===== src/rtl/fifo_pkg.sv =====
// Shared sizing constants for the four-entry synchronous FIFO.
// The pointer carries one extra wrap bit above the address.
package fifo_pkg;

  localparam int FIFO_DEPTH  = 4;
  localparam int FIFO_ADDR_W = 2;
  localparam int FIFO_PTR_W  = 3;

endpackage


===== src/rtl/fifo_ptr.sv =====
// Wrap-bit pointer for one side of the FIFO: clears on reset, advances modulo 8 on inc.
module fifo_ptr
  import fifo_pkg::*;
(
  input  logic                  clk,
  input  logic                  rst,
  input  logic                  inc,
  output logic [FIFO_PTR_W-1:0] ptr
);

  always_ff @(posedge clk or posedge rst) begin
    if (rst) begin
      ptr <= '0;
    end else if (inc) begin
      ptr <= ptr + 1'b1;
    end
  end

endmodule


===== src/rtl/fifo_sync4.sv =====
// Four-entry single-clock byte FIFO with registered read data, occupancy count
// and one-cycle overflow/underflow error pulses.
module fifo_sync4
  import fifo_pkg::*;
#(
  parameter int DATA_W = 8
) (
  input  logic                  clk,
  input  logic                  rst,
  input  logic                  wr_en,
  input  logic [DATA_W-1:0]     din,
  input  logic                  rd_en,
  output logic [DATA_W-1:0]     dout,
  output logic                  rd_valid,
  output logic                  full,
  output logic                  empty,
  output logic [FIFO_PTR_W-1:0] count,
  output logic                  wr_err,
  output logic                  rd_err
);

  logic [DATA_W-1:0]     mem [FIFO_DEPTH];
  logic [FIFO_PTR_W-1:0] wr_ptr;
  logic [FIFO_PTR_W-1:0] rd_ptr;
  logic                  wr_ok;
  logic                  rd_ok;
  logic                  addr_eq;

  fifo_ptr u_wr_ptr (
    .clk (clk),
    .rst (rst),
    .inc (wr_ok),
    .ptr (wr_ptr)
  );

  fifo_ptr u_rd_ptr (
    .clk (clk),
    .rst (rst),
    .inc (rd_ok),
    .ptr (rd_ptr)
  );

  // Flags decode from registered pointers only, so they never see same-cycle requests.
  assign addr_eq = (wr_ptr[FIFO_ADDR_W-1:0] == rd_ptr[FIFO_ADDR_W-1:0]);
  assign empty   = addr_eq && (wr_ptr[FIFO_ADDR_W] == rd_ptr[FIFO_ADDR_W]);
  assign full    = addr_eq && (wr_ptr[FIFO_ADDR_W] != rd_ptr[FIFO_ADDR_W]);

  assign wr_ok = wr_en && !full;
  assign rd_ok = rd_en && !empty;

  always_ff @(posedge clk) begin
    if (wr_ok) begin
      mem[wr_ptr[FIFO_ADDR_W-1:0]] <= din;
    end
  end

  always_ff @(posedge clk or posedge rst) begin
    if (rst) begin
      dout     <= '0;
      rd_valid <= 1'b0;
      wr_err   <= 1'b0;
      rd_err   <= 1'b0;
    end else begin
      rd_valid <= rd_ok;
      wr_err   <= wr_en && full;
      rd_err   <= rd_en && empty;
      if (rd_ok) begin
        dout <= mem[rd_ptr[FIFO_ADDR_W-1:0]];
      end
    end
  end

  always_ff @(posedge clk or posedge rst) begin
    if (rst) begin
      count <= '0;
    end else begin
      case ({wr_ok, rd_ok})
        2'b10:   count <= count + 1'b1;
        2'b01:   count <= count - 1'b1;
        default: count <= count;
      endcase
    end
  end

endmodule


===== config.mk =====
export PLATFORM = sky130hd
export DESIGN_NAME = fifo_sync4
export DESIGN_NICKNAME = d
export VERILOG_FILES = /design/src/rtl/fifo_pkg.sv /design/src/rtl/fifo_ptr.sv /design/src/rtl/fifo_sync4.sv
export SDC_FILE = /design/constraint.sdc
export NUM_CORES = 1
export LEC_CHECK = 0
export BUFFER_PORTS_ARGS = -buffer_cell sky130_fd_sc_hd__clkbuf_2
export CORE_UTILIZATION = 50
export DETAILED_ROUTE_END_ITERATION = 16
export PLACE_DENSITY = 0.77
export SYNTH_ARGS = -nofsm -noshare
export SYNTH_HDL_FRONTEND = slang
export SYNTH_SLANG_ARGS = --single-unit
export TNS_END_PERCENT = 10

===== constraint.sdc =====
create_clock -name clk -period 2.8 [get_ports clk]
set_clock_uncertainty 0.15 [all_clocks]
set_input_delay 0.28 -clock clk [delete_from_list [all_inputs] [get_ports clk]]
set_output_delay 0.28 -clock clk [all_outputs]
set_load 0.1 [all_outputs]

==> metrics.txt <==
layout cells sized above 1 38.7%; first-pass GRT wire length 4.95 mm; RR Startpoint u_wr_ptr.ptr[1]; Max Transition Viols Final 0; final WL 3.12 mm; Ports 28; initial antenna violation count 0; Clock Latency Late Sink 0.30 ns; Max Fclk 0.430 GHz; crit start category register; DP HPWL 2.16 mm; synth top area cells edfxtp_1, dfrtp_1, mux4_2, mux2_4, ha_1; placed cell areas 2360 um^2; Hold Fails Final Rpt 0; nets@finish 168; MaxCap Viol Count 0; Avg Inst Size Synth 19.0 um^2; cells after synthesis 113; Finished Cell Area 2450 um^2; async set-reset flop share out of synthesis 38.5%; Core Region 4060 um^2; Clock Tree Buf Depth 2; post-route setup TNS 0 ns; Reg clk slew, reported paths 0.09 ns; WL/cell 15.6 um; DRC viols 0; synth warn 0; R2R cell count 8; Crit Path Class register to register; GPL Wtd Cong 0.763; Hold Crit Start din[4]; RSZ-0062 raised after global routing false; hold depth 1; number of diodes 0; r2r setup slk 0.48 ns; Via-to-Cell Ratio 5.17; R2R Path End count[2]; die width 67.5 um; Yosys top cell by area edfxtp_1; Hold Path Class input pin to register; Starting DRT DRC Count 38; commonest non-fill, non-tap cells in the layout edfxtp_1, clkbuf_2, dfrtp_1; hold endpoint mem[0][4]; CP max FO 6; Antenna Violating Nets Remaining 0; critical path data arrival time 2.37 ns; CTS Root Cell clkbuf_8; Setup crit end kind register; Least-Margin Pin Slew 0.774 ns; syn_nets 132; DIE AREA 4560 um^2; die height 67.5 um; CTS Sinks 52; Total Routing Usage GR 16.1%; H-tree levels 2; largest net degree at the start of global routing 21; crit share post-route 83.0%; Initial Util 52.9%; share of the synthesized area in the top cell type 44.8%; #FFs+latches synth 52; min cycle time layout 2.32 ns; Area Growth Syn to Fin 13.9%; vias in the first global route 1,042; via count 1,033; row cnt 23; Post-CTS Setup Bufs 0; CTS tree done; Worst Path Required 2.84 ns; post-synth cell types 24; dominant synthesized flop cell edfxtp_1; mapped cell area 2150 um^2; gr ovfl total 0; sequential share of the synthesized area 68.1%; total CTS buffers 5; Max-slew headroom 48.3%; port buffer count 27; number of synthesized flops with an enable pin 32; Setup-failing EPs final 0; status finished, final reports clean; drt first pass iters 4; commonest non-fill, non-tap cell in the layout edfxtp_1
==> state kept, by name, indices dropped and copies added, names as in the netlist <==
signal	count
wr_err	1
rd_valid	1
dout	8
count	3
u_rd_ptr.ptr	3
mem	32
u_wr_ptr.ptr	3
rd_err	1
==> cell families (layout without fill, tap and decap cells) <==
kind of cell | count (synthesis) | after routing | share of synthesized area (%)
buffers and inverters | 9 | 46 | 2.16
flip-flops | 52 | 52 | 68.1
AND/OR/NAND/NOR | 9 | 9 | 2.27
adder cells (fa/ha/maj) | 7 | 7 | 4.43
XOR/XNOR | 13 | 13 | 5.65
multiplexers | 19 | 19 | 15.6
AO/OA/AOI/OAI | 4 | 4 | 1.86
==> through the flow <==
stage / instances / util [%] / worst slack, ns / hold slack [ns]
global route: 200 / 60.3 / 0.336 / 0.0320
detailed placement: 191 / 58.1 / 0.472 / 0.307
global placement: 191 / 58.1 / 0.562 / 0.289
finish: 200 / 60.3 / 0.476 / 0.0439
floorplan: 113 / - / -0.388 / 0.0938
CTS: 200 / 60.3 / 0.459 / 0.0310
==> layer usage <==
layer / global-route usage, % / vias to the layer above / wire length (um)
met3: 4.90 / 9 / 153
met5: 0 / - / 0
met2: 25.2 / 27 / 1560
met4: 9.31 / 0 / 89
met1: 19.5 / 513 / 1320
li1: - / 484 / -
==> timing repair <==
action                    in CTS  in global routing
hold buffers                   1                  0
gates resized for setup        0                  0
hold endpoints to repair      20                  0
==> final cells by class <==
type / instances / area (um^2)
flip-flops and latches: 52 / 1460
clock buffers: 8 / 80.1
well taps: 50 / 62.6
multi-input cells: 52 / 644
fillers: 301 / 1610
repair buffers: 32 / 175
inverters: 6 / 22.5
==> worst max path at each step <==
stage | start | endpoint | slack [ns] | depth (start not counted)
floorplan | u_wr_ptr.ptr[1] | full | -0.39 | 2
global placement | u_wr_ptr.ptr[1] | count[2] | 0.56 | 8
detailed placement | u_wr_ptr.ptr[1] | count[2] | 0.47 | 8
CTS | u_wr_ptr.ptr[1] | count[2] | 0.46 | 8
global route | u_wr_ptr.ptr[1] | count[2] | 0.34 | 8
finish | u_wr_ptr.ptr[1] | count[2] | 0.48 | 8
==> synth_stat cells, types with 2 or more instances <==
master     n
and2_1     4
dfrtp_1   20
edfxtp_1  32
ha_1       6
inv_1      6
mux2_2     2
mux2_4     8
mux4_2     8
nor3_1     2
xnor2_1    8
xor2_1     4
==> worst max-delay path, cell delays in order (launching register included) <==
cell     delay (ns)
dfrtp_1        0.47
xor2_1         0.25
o31ai_2        0.29
inv_1          0.09
ha_1           0.24
fa_1           0.38
xnor2_1        0.16
nor2_1         0.07
xor2_1         0.13
Power is not shown: default switching activity piles up to over one toggle a cycle in this logic, so the estimate is an artifact.
